[config.mk]
export PLATFORM = sky130hd
export DESIGN_NAME = sdram_pixel_fifo_flat
export DESIGN_NICKNAME = d
export VERILOG_FILES = /design/src/rtl/sdram_pixel_fifo_if.sv /design/src/rtl/sdram_pixel_fifo.sv /design/src/flat_wrapper.sv
export SDC_FILE = /design/constraint.sdc
export NUM_CORES = 1
export LEC_CHECK = 0
export CORE_ASPECT_RATIO = 1.75
export CORE_MARGIN = 2
export CORE_UTILIZATION = 55
export DETAILED_ROUTE_END_ITERATION = 8
export GPL_TIMING_DRIVEN = 1
export PLACE_DENSITY_LB_ADDON = 0.1
export REMOVE_ABC_BUFFERS = 1
export SYNTH_ARGS = -nofsm -noshare
export SYNTH_HDL_FRONTEND = slang
export SYNTH_SLANG_ARGS = --single-unit
[constraint.sdc]
create_clock -name ck143 -period 5 [get_ports ck143]
set_input_delay 0.5 -clock ck143 [delete_from_list [all_inputs] [get_ports ck143]]
set_output_delay 0.5 -clock ck143 [all_outputs]
set_load 0.05 [all_outputs]
[src/rtl/sdram_pixel_fifo_if.sv]
// rtl/sdram_pixel_fifo_if.sv - SDRAM read-data capture and pixel-stream handshake bundle
// slave is the FIFO side; master is the controller/consumer environment.
interface sdram_pixel_fifo_if #(
  parameter int DATA_W = 16,
  parameter int ADDR_W = 4
);
  logic              clear;
  logic [DATA_W-1:0] mem_dq_in;
  logic              data_available;
  logic              pause;
  logic              unpause;
  logic [DATA_W-1:0] pix_data;
  logic              pix_valid;
  logic              pix_ready;
  logic [ADDR_W:0]   fill_level;
  logic              overflow;

  modport slave (
    input  clear, mem_dq_in, data_available, pix_ready,
    output pause, unpause, pix_data, pix_valid, fill_level, overflow
  );

  modport master (
    output clear, mem_dq_in, data_available, pix_ready,
    input  pause, unpause, pix_data, pix_valid, fill_level, overflow
  );
endinterface

[src/rtl/sdram_pixel_fifo.sv]
// rtl/sdram_pixel_fifo.sv - SDRAM read-data FIFO with first-word fall-through pixel output
// Pause/unpause pulses throttle the read controller around the high/low water marks.
module sdram_pixel_fifo #(
  parameter int DATA_W     = 16,
  parameter int ADDR_W     = 4,
  parameter int HIGH_WATER = 12,
  parameter int LOW_WATER  = 4
) (
  input  logic            ck143,
  input  logic            reset,
  sdram_pixel_fifo_if.slave bus
);
  localparam int DEPTH = 2 ** ADDR_W;
  localparam logic [ADDR_W:0] FULL_LVL = (ADDR_W + 1)'(DEPTH);
  localparam logic [ADDR_W:0] HW_LVL   = (ADDR_W + 1)'(HIGH_WATER);
  localparam logic [ADDR_W:0] LW_LVL   = (ADDR_W + 1)'(LOW_WATER);

  if (HIGH_WATER >= DEPTH - 1) begin : g_hw_chk
    $error("sdram_pixel_fifo: HIGH_WATER must be <= DEPTH-2");
  end
  if (LOW_WATER >= HIGH_WATER) begin : g_lw_chk
    $error("sdram_pixel_fifo: LOW_WATER must be < HIGH_WATER");
  end

  typedef enum logic {RUNNING, PAUSED} flow_t;

  flow_t             state_q, state_d;
  logic [DATA_W-1:0] mem_q [DEPTH];
  logic [ADDR_W-1:0] wr_ptr_q, wr_ptr_d;
  logic [ADDR_W-1:0] rd_ptr_q, rd_ptr_d;
  logic [ADDR_W:0]   fill_q, fill_d;
  logic [DATA_W-1:0] data_q, data_d;
  logic              valid_q, valid_d;
  logic              pause_q, pause_d;
  logic              unpause_q, unpause_d;
  logic              overflow_q, overflow_d;
  logic              full, push, pop;

  always_comb begin
    full       = (fill_q == FULL_LVL);
    push       = bus.data_available && !full && !bus.clear;
    pop        = valid_q && bus.pix_ready && !bus.clear;
    wr_ptr_d   = wr_ptr_q + ADDR_W'(push);
    rd_ptr_d   = rd_ptr_q + ADDR_W'(pop);
    fill_d     = fill_q + (ADDR_W + 1)'(push) - (ADDR_W + 1)'(pop);
    overflow_d = overflow_q | (bus.data_available & full & ~bus.clear);
    // The new head is the incoming word only when it lands at the head slot.
    data_d     = (push && (wr_ptr_q == rd_ptr_d)) ? bus.mem_dq_in : mem_q[rd_ptr_d];
    valid_d    = (fill_d != '0);
    state_d    = state_q;
    pause_d    = 1'b0;
    unpause_d  = 1'b0;

    if (bus.clear) begin
      wr_ptr_d   = '0;
      rd_ptr_d   = '0;
      fill_d     = '0;
      data_d     = '0;
      valid_d    = 1'b0;
      overflow_d = 1'b0;
      state_d    = RUNNING;
      unpause_d  = (state_q == PAUSED);
    end else begin
      case (state_q)
        RUNNING: if (fill_d >= HW_LVL) begin
          state_d = PAUSED;
          pause_d = 1'b1;
        end
        PAUSED: if (fill_d <= LW_LVL) begin
          state_d   = RUNNING;
          unpause_d = 1'b1;
        end
        default: state_d = RUNNING;
      endcase
    end
  end

  always_ff @(posedge ck143) begin
    if (push) mem_q[wr_ptr_q] <= bus.mem_dq_in;
  end

  always_ff @(posedge ck143 or posedge reset) begin
    if (reset) begin
      state_q    <= RUNNING;
      wr_ptr_q   <= '0;
      rd_ptr_q   <= '0;
      fill_q     <= '0;
      data_q     <= '0;
      valid_q    <= 1'b0;
      pause_q    <= 1'b0;
      unpause_q  <= 1'b0;
      overflow_q <= 1'b0;
    end else begin
      state_q    <= state_d;
      wr_ptr_q   <= wr_ptr_d;
      rd_ptr_q   <= rd_ptr_d;
      fill_q     <= fill_d;
      data_q     <= data_d;
      valid_q    <= valid_d;
      pause_q    <= pause_d;
      unpause_q  <= unpause_d;
      overflow_q <= overflow_d;
    end
  end

  assign bus.pix_data   = data_q;
  assign bus.pix_valid  = valid_q;
  assign bus.fill_level = fill_q;
  assign bus.pause      = pause_q;
  assign bus.unpause    = unpause_q;
  assign bus.overflow   = overflow_q;
endmodule

[src/flat_wrapper.sv]
// flat-port wrapper written by rule: the top's interface ports become plain ports
module sdram_pixel_fifo_flat 
#(
  parameter int DATA_W     = 16,
  parameter int ADDR_W     = 4,
  parameter int HIGH_WATER = 12,
  parameter int LOW_WATER  = 4
)
  (ck143, reset, bus_clear, bus_mem_dq_in, bus_data_available, bus_pix_ready, bus_pause, bus_unpause, bus_pix_data, bus_pix_valid, bus_fill_level, bus_overflow);
  sdram_pixel_fifo_if #(.DATA_W(DATA_W), .ADDR_W(ADDR_W)) bus_i ();
  input  logic ck143;
  input  logic reset;
  input wire logic [$bits(bus_i.clear)-1:0] bus_clear;
  input wire logic [$bits(bus_i.mem_dq_in)-1:0] bus_mem_dq_in;
  input wire logic [$bits(bus_i.data_available)-1:0] bus_data_available;
  input wire logic [$bits(bus_i.pix_ready)-1:0] bus_pix_ready;
  output wire logic [$bits(bus_i.pause)-1:0] bus_pause;
  output wire logic [$bits(bus_i.unpause)-1:0] bus_unpause;
  output wire logic [$bits(bus_i.pix_data)-1:0] bus_pix_data;
  output wire logic [$bits(bus_i.pix_valid)-1:0] bus_pix_valid;
  output wire logic [$bits(bus_i.fill_level)-1:0] bus_fill_level;
  output wire logic [$bits(bus_i.overflow)-1:0] bus_overflow;
  assign bus_i.clear = bus_clear;
  assign bus_i.mem_dq_in = bus_mem_dq_in;
  assign bus_i.data_available = bus_data_available;
  assign bus_i.pix_ready = bus_pix_ready;
  assign bus_pause = bus_i.pause;
  assign bus_unpause = bus_i.unpause;
  assign bus_pix_data = bus_i.pix_data;
  assign bus_pix_valid = bus_i.pix_valid;
  assign bus_fill_level = bus_i.fill_level;
  assign bus_overflow = bus_i.overflow;
  sdram_pixel_fifo #(.DATA_W(DATA_W), .ADDR_W(ADDR_W), .HIGH_WATER(HIGH_WATER), .LOW_WATER(LOW_WATER)) u_core (.ck143(ck143), .reset(reset), .bus(bus_i));
endmodule
Word-level counts from Yosys, hierarchy flattened
Memories as Yosys holds them, arrays and structs flattened.
Cells that the tools add are included.
{"block": "word_totals", "word_cells": 49, "ram_bits": 256, "ff_bits": 34, "n_memories": 1}
{"name": "u_core.mem_q", "words": 16, "width": 16, "read_ports": 1, "rd_ports_with_merged_regs": 0, "wr": 1, "line_no": "sdram_pixel_fifo.sv:28", "rtl": "logic [DATA_W-1:0] mem_q [DEPTH];"}
{"block": "op_classes", "eq_ne": 2, "addsub": 4, "bitwise": 5, "n_lt_le_gt_ge": 2, "muxes": 18, "n_reduce_logical": 8}
{"cell": "two-way mux 16 bit", "n": 2}
{"cell": "two-way mux 1 bit", "n": 12}
{"cell": "adder 4 x 1 -> 4 bit", "n": 2}
{"cell": "two-way mux 4 bit", "n": 2}
{"cell": "adder 5 x 1 -> 5 bit", "n": 1}
{"cell": "== test 5 bit (second input constant)", "n": 1}
{"cell": ">= comparator 5 x 4 -> 1 bit (second input constant)", "n": 1}
{"cell": "<= comparator 5 x 3 -> 1 bit (second input constant)", "n": 1}
{"cell": "logical AND 1 bit", "n": 5}
{"cell": "two-way mux 5 bit", "n": 1}
{"cell": "nonzero test 5 bit", "n": 1}
{"cell": "subtractor 5 x 1 -> 5 bit", "n": 1}
{"cell": "== test 4 bit", "n": 1}
{"cell": "AND 1 bit", "n": 2}
{"cell": "zero test 1 bit", "n": 2}
{"cell": "inverter 1 bit", "n": 2}
{"cell": "one-hot mux 1 bit (2 select lines)", "n": 1}
{"cell": "OR 1 bit", "n": 1}

Longest topological paths before layout
Gate-level depths: netlist of the first run.
{"block": "logic_depth", "word_depth": 10, "ltp_mapped": 12, "mapped_depth_nobuf": 11}

Least setup slack after synthesis of the first run
Ideal clock, no wire load.
{"block": "synth_path", "kind": "flip-flop to flip-flop", "startpoint": "reg u_core.fill_q[2] (netlist: u_core.bus.fill_level[2])", "endpoint": "mem u_core.mem_q[0][0] (enable)", "arrival_time_ns": 2.958, "period_less_slack_ns": 3.367, "path_stages_with_launch": 7, "setup_ns": 0.409, "slack_ns": 1.633, "path_cell_list": "dfrtp_1 inv_1 ha_1 nand4bb_1 nor3b_2 or3b_1 nor3_1"}
{"block": "synth_via", "elab_chain_cells": 6}
{"item": "from (decl)", "line_no": "sdram_pixel_fifo.sv:31", "rtl": "logic [ADDR_W:0] fill_q, fill_d;"}
{"item": "from (signal assigned)", "line_no": "sdram_pixel_fifo.sv:97", "rtl": "fill_q <= fill_d;"}
{"item": "== test 5 bit", "line_no": "sdram_pixel_fifo.sv:40", "rtl": "full = (fill_q == FULL_LVL);"}
{"item": "zero test 1 bit", "line_no": "sdram_pixel_fifo.sv:41", "rtl": "push = bus.data_available && !full && !bus.clear;"}
{"item": "logical AND 1 bit (2 in a row)", "line_no": "sdram_pixel_fifo.sv:41"}
{"item": "two-way mux 1 bit", "line_no": "sdram_pixel_fifo.sv:79", "rtl": "if (push) mem_q[wr_ptr_q] <= bus.mem_dq_in;"}
{"item": "two-way mux 1 bit (implied by the code)", "line_no": "sdram_pixel_fifo.sv:79"}
{"item": "to (decl)", "line_no": "sdram_pixel_fifo.sv:28"}
Every way passes these cells.

Worst setup path in the final report of the first run
{"block": "layout_path", "startpoint": "reg u_core.fill_q[2] (netlist: u_core.bus.fill_level[2])", "endpoint": "mem u_core.mem_q[0][10] (enable)"}
Same word-level chain as after synthesis.

==> out/results.ini, run 1 <==
[drt]
num_vias = 5438
wl_per_cell_um = 27.7
drc = 5
drt_iter0_drc = 363
first_pass_iters = 6
drt-total-wl_mm = 24.3
ant_nets = 0
avgViaCountPerCell = 6.21

[place]
dpl_cell_area_sq_um = 12300
io_buffers = 45
gp_congestion = 0.753
dp_hpwl_mm = 14.0

[power]
power_leakage_nw = 4.56
power_frac_comb = 0.191
p_sw_mw = 1.55
pwr-share-seq = 0.460
p_int_mw = 4.50
ir_drop_uv = 309
pwr-share-clk = 0.350
sw_frac_of_total = 0.256
power_density_nw_per_um2 = 458

[setup_path]
cp.required_ns = 5.22
cpPeakStageDelay_ns = 0.72
regToRegSetupSlack_ns = 1.82
crit_path_end_kind = flip-flop
crit_start = u_core.bus.fill_level[2]
path_class = reg -> reg
r2r_start = u_core.bus.fill_level[2]
arrival_ns = 3.40
cp-start-kind = flip-flop
crit_path_top_delay_cell = nor3_2
cp_max_fo = 10
cp_cell_sequence = inv_1 > ha_1 > nand4bb_1 > nor3b_2 > or3b_1 > nor3_2 > buf_4

[outcome]
violations = design-rule violations
status = finished, violations left

[grt]
grt_antenna_before_repair = 0
grt_start_max_net_pins = 36
grt_pass1_vias = 5926
grt-ovfl-total = 0
grt_usage = 0.230
grt_pass1_wl_mm = 36.5

[layout]
final_common_cell = edfxtp_1
finalInstanceArea_sq_um = 13200
areaGrowthSynthToFinish_pct = 15.8
nFillCells = 1376
drive_above_1_share = 0.242
layout_common_cells = 256 x edfxtp_1, 64 x mux4_2, 48 x mux2i_1
nets = 641
antennaDiodeCount = 0

[hold_path]
hp-class = in -> async

[floorplan]
ios = 46
std_cell_rows = 69
start_util = 0.560
fp.coreArea_sq_um = 20400
die_w_um = 113
dieArea_sq_um = 22000
die_h_um = 195

[clock_network]
cts_tree = yes
cts.repair.resized = 0
path_clk_slew_ns = 0.07
clk-insertion-delay-late_ns = 0.54
postCtsHoldBufs = 0
cts_buffers = 26
root_buffer = clkbuf_16
clock_path_buffers = 3
clock-sinks = 290
cts_setup_buffers = 0
cts_max_level = 1

[synthesis]
syn-cell-area_sq_um = 11400
yosys_warnings = 0
synth_cells = 537
synth_cell_types = 38
yosysSeqAreaShare = 0.748
ys_ff_latch = 290
syn_area_per_cell_sq_um = 21.2

[timing]
worstMarginPinSlew_ns = 0.992
period_needed_ns = 3.18
tns_ns = 0
slew_headroom = 0.335
setup_viol = 0
rsz0062_at_grt = false
fmax_mhz = 314
report.final.slew_viol_count = 0
finalCritPeriodShare = 0.636
final.setup_skew_ns = 0.00983
hold_viol = 0

[flow_run]
maxCapViolations = 0

## per-stage QoR
step,hold slack (ns),total power [mW],std cells,worst slack (ns),utilization
final,0.373,6.05,876,1.82,0.649
after floorplan,0.424,3.66,512,0.541,-
after global routing,0.418,6.28,876,1.68,0.649
after CTS,0.379,6.11,876,1.76,0.649
after detailed placement,0.453,4.00,829,1.31,0.604
after global placement,0.442,3.98,829,1.39,0.604
## synthesized netlist by cell type (all sizes together)
master | count | share of area
nand3b | 2 | 0.0013
nand3 | 3 | 0.0013
xnor2 | 4 | 0.0031
a22o | 16 | 0.012
buf | 19 | 0.011
nor3b | 1 | 0.0011
and4 | 1 | 0.00099
a31oi | 1 | 0.00055
mux2i | 48 | 0.042
clkinv | 1 | 0.00033
nand4bb | 1 | 0.00099
nor2b | 9 | 0.0049
dfrtp | 34 | 0.075
clkbuf | 6 | 0.0021
a21o | 1 | 0.00066
nand2b | 2 | 0.0011
o21ai | 1 | 0.00044
edfxtp | 256 | 0.67
o21bai | 1 | 0.00066
nor2 | 25 | 0.0097
mux4 | 64 | 0.13
a21oi | 4 | 0.0018
inv | 8 | 0.0026
xor2 | 7 | 0.0070
or3b | 1 | 0.00077
nand2 | 2 | 0.00066
nor3 | 6 | 0.0026
fa | 1 | 0.0018
ha | 10 | 0.011
o21a | 1 | 0.00066
xor3 | 1 | 0.0021
## final timing paths
path	to	depth (start not counted)
max	u_core.mem_q[0][10]	7
min reg2reg	u_core.bus.pause	1
min	u_core.state_q	3
max reg2reg	u_core.mem_q[0][10]	7
max in group asynchronous	u_core.bus.pix_data[11]	3
min in group ck143	u_core.bus.pause	1
## cells by family (layout without fill, tap and decap cells)
family	after synthesis	after routing	synth area share
AO/OA/AOI/OAI	25	25	0.0170
XOR/XNOR	12	12	0.0122
adder cells (fa/ha/maj)	11	11	0.0127
buffers and inverters	34	125	0.0159
flip-flops	290	290	0.748
multiplexers	112	112	0.168
AND/OR/NAND/NOR	53	53	0.0254
## registers in the layout, summed over array words and instances, names as in the netlist
name and flops:
u_core.rd_ptr_q 4, u_core.bus.unpause 1, u_core.bus.pix_data 16, u_core.mem_q 256, u_core.state_q 1, u_core.bus.pix_valid 1, u_core.bus.fill_level 5, u_core.bus.overflow 1
u_core.wr_ptr_q 4, u_core.bus.pause 1
## power groups by stage
stage | Sequential, mW | Combinational (mW) | Clock (mW)
after global placement | 2.83 | 1.15 | 0
after floorplan | 3.02 | 0.637 | 0
after CTS | 2.78 | 1.17 | 2.16
final | 2.78 | 1.15 | 2.12
after detailed placement | 2.83 | 1.17 | 0
after global routing | 2.79 | 1.24 | 2.25
## area by class of cell
type                    instances  area, sq um  share of cell area
clock inverters                14          198              0.0150
flip-flops and latches        290         8540               0.646
clock buffers                  33          718              0.0543
repair buffers                 69          643              0.0487
inverters                       9         33.8             0.00256
well taps                     248          310              0.0235
multi-input cells             213         2770               0.210
## worst max-delay path, delay by kind of cell (launching register included)
family,cells,cell delay (ns)
AND/OR/NAND/NOR,4,1.78
buffers and inverters,2,0.47
flip-flops,1,0.38
adder cells (fa/ha/maj),1,0.21
## routing by layer
metal,global-route usage,wire [um]
met1,0.289,9140
met2,0.405,13000
met3,0.0334,1330
met4,0.0849,820
met5,0,0
Note: power is estimated with default switching activity, not from simulation.
==> run 2: changes to the inputs <==
CORE_UTILIZATION = 54   (was 55)
clock period = 2.8 ns   (was 5 ns; I/O delays follow)
==> run 2 against run 1 <==
  * The run now ends clean
  * Worst setup slack worse by 1.6 ns
  * Via count up 0.31%
  * Cell area up 1.8%
  * Fmax up 24%
  * Largest power group unchanged
==> out/results.ini, run 2 (synthesis gave the netlist of run 1 again) <==
[place]
io_buffers = 45
dpl_cell_area_sq_um = 12700
gp_congestion = 0.759
dp_hpwl_mm = 15.0

[floorplan]
die_w_um = 114
ios = 46
std_cell_rows = 70
start_util = 0.547
dieArea_sq_um = 22400
die_h_um = 196
fp.coreArea_sq_um = 20800

[setup_path]
cp_cell_sequence = inv_1 > ha_1 > nand4bb_1 > nor3b_2 > ha_1 > fa_1 > a21oi_1 > o21bai_1 > xnor2_1 > nor3_1 > o21a_1
path_class = reg -> reg
crit_path_end_kind = flip-flop
crit_start = u_core.bus.fill_level[2]
arrival_ns = 2.97
cp.required_ns = 3.20
cp-start-kind = flip-flop
reg2reg_to = u_core.bus.unpause
cp_max_fo = 4
cpPeakStageDelay_ns = 0.47
crit_top_cell = ha_1
crit_path_top_delay_cell = fa_1
regToRegSetupSlack_ns = 0.23
r2r_cells = 11
r2r_start = u_core.bus.fill_level[2]

[clock_network]
cts.repair.resized = 0
clk-insertion-delay-late_ns = 0.51
clock_path_buffers = 3
postCtsHoldBufs = 0
cts_buffers = 25
clock-sinks = 290
root_buffer = clkbuf_16
path_clk_slew_ns = 0.07
cts_max_level = 1
cts_tree = yes
cts_setup_buffers = 0

[drt]
avgViaCountPerCell = 6.01
ant_nets = 0
drt_iter0_drc = 417
drt-total-wl_mm = 23.3
drc = 0
num_vias = 5455
wl_per_cell_um = 25.6
first_pass_iters = 5

[grt]
grt_usage = 0.215
gr-usage-met3 = 0.0222
grt_busiest_layer = met2
grt_pass1_wl_mm = 35.1
grt_antenna_before_repair = 0
grt_pass1_vias = 5912
grt_start_max_net_pins = 21
use_met1 = 0.274
grt-ovfl-total = 0
grt_use_met2 = 0.390

[outcome]
status = finished clean

[hold_path]
hp-class = in -> async

[power]
power_frac_comb = 0.207
pwr-share-seq = 0.473
p_sw_mw = 2.76
power_density_nw_per_um2 = 781
sw_frac_of_total = 0.263
power_mw = 10.5
pwr-share-clk = 0.320
ir_drop_uv = 735
power_leakage_nw = 4.70
p_int_mw = 7.74

[timing]
slew_headroom = 0.435
period_needed_ns = 2.57
worstMarginPinSlew_ns = 0.843
hold_viol = 0
report.final.slew_viol_count = 0
rsz0062_at_grt = false
final.setup_skew_ns = 0.00523
finalCritPeriodShare = 0.918
tns_ns = 0
setup_viol = 0
fmax_mhz = 389

[flow_run]
maxCapViolations = 0

[layout]
nets = 670
antennaDiodeCount = 0
drive_above_1_share = 0.274
largest-register = u_core.mem_q
layout_common_cells = 256 x edfxtp_1, 64 x mux4_2, 48 x mux2i_1
finalInstanceArea_sq_um = 13500
largest_register_ffs = 256
final_common_cell = edfxtp_1
areaGrowthSynthToFinish_pct = 17.9
post-route-util = 0.645

-- run 2: area by class of cell --
class | instances | area, sq um
Sequential cell | 290 | 8540
Fill cell | 1444 | 7390
Multi-Input combinational cell | 213 | 2770
Timing Repair Buffer | 99 | 993
Clock buffer | 30 | 664
Tap cell | 252 | 315
Clock inverter | 15 | 135
Inverter | 9 | 33.8
-- run 2: power by group through the flow --
| stage | logic [mW] | registers (mW) | clock network (mW) |
|---|---|---|---|
| final | 2.18 | 4.97 | 3.36 |
| after global routing | 2.35 | 4.98 | 3.56 |
| after CTS | 2.21 | 4.97 | 3.42 |
| after detailed placement | 2.21 | 5.06 | 0 |
| after global placement | 2.17 | 5.06 | 0 |
| after floorplan | 1.14 | 5.40 | 0 |
-- run 2: how the worst max path moves through the flow --
stage                                   end  slack [ns]  cells past startpoint
finish                   u_core.bus.unpause        0.23                     11
floorplan            u_core.bus.pix_data[0]       -1.66                      7
CTS                      u_core.bus.unpause        0.21                     11
global route             u_core.bus.unpause        0.07                     11
global placement    u_core.bus.pix_data[11]       0.006                     11
detailed placement   u_core.bus.pix_data[4]       -0.02                     11
-- run 2: layer usage --
layer,routed length [um],vias up,share of wire
li1,-,2379,-
met1,8770,2888,0.38
met2,12900,148,0.55
met3,1050,40,0.045
met4,541,0,0.023
met5,0,-,0
-- run 2: metrics by stage --
stage / std cells / setup WS [ns] / hold slack [ns]
CTS: 908 / 0.215 / 0.164
floorplan: 512 / -1.66 / 0.343
finish: 908 / 0.229 / 0.159
global placement: 863 / 0.00563 / 0.446
global route: 908 / 0.0675 / 0.194
detailed placement: 863 / -0.0243 / 0.466
-- run 2: critical path, delay by kind of cell, from the launching register on --
kind                       cells  cell delay (ns)
buffers and inverters          1             0.09
and+or+nand+nor                3             0.39
xor gates and xnor gates       1             0.30
AOI/OAI and AO/OA              3             0.43
DFF                            1             0.41
adders and majority gates      3             0.84
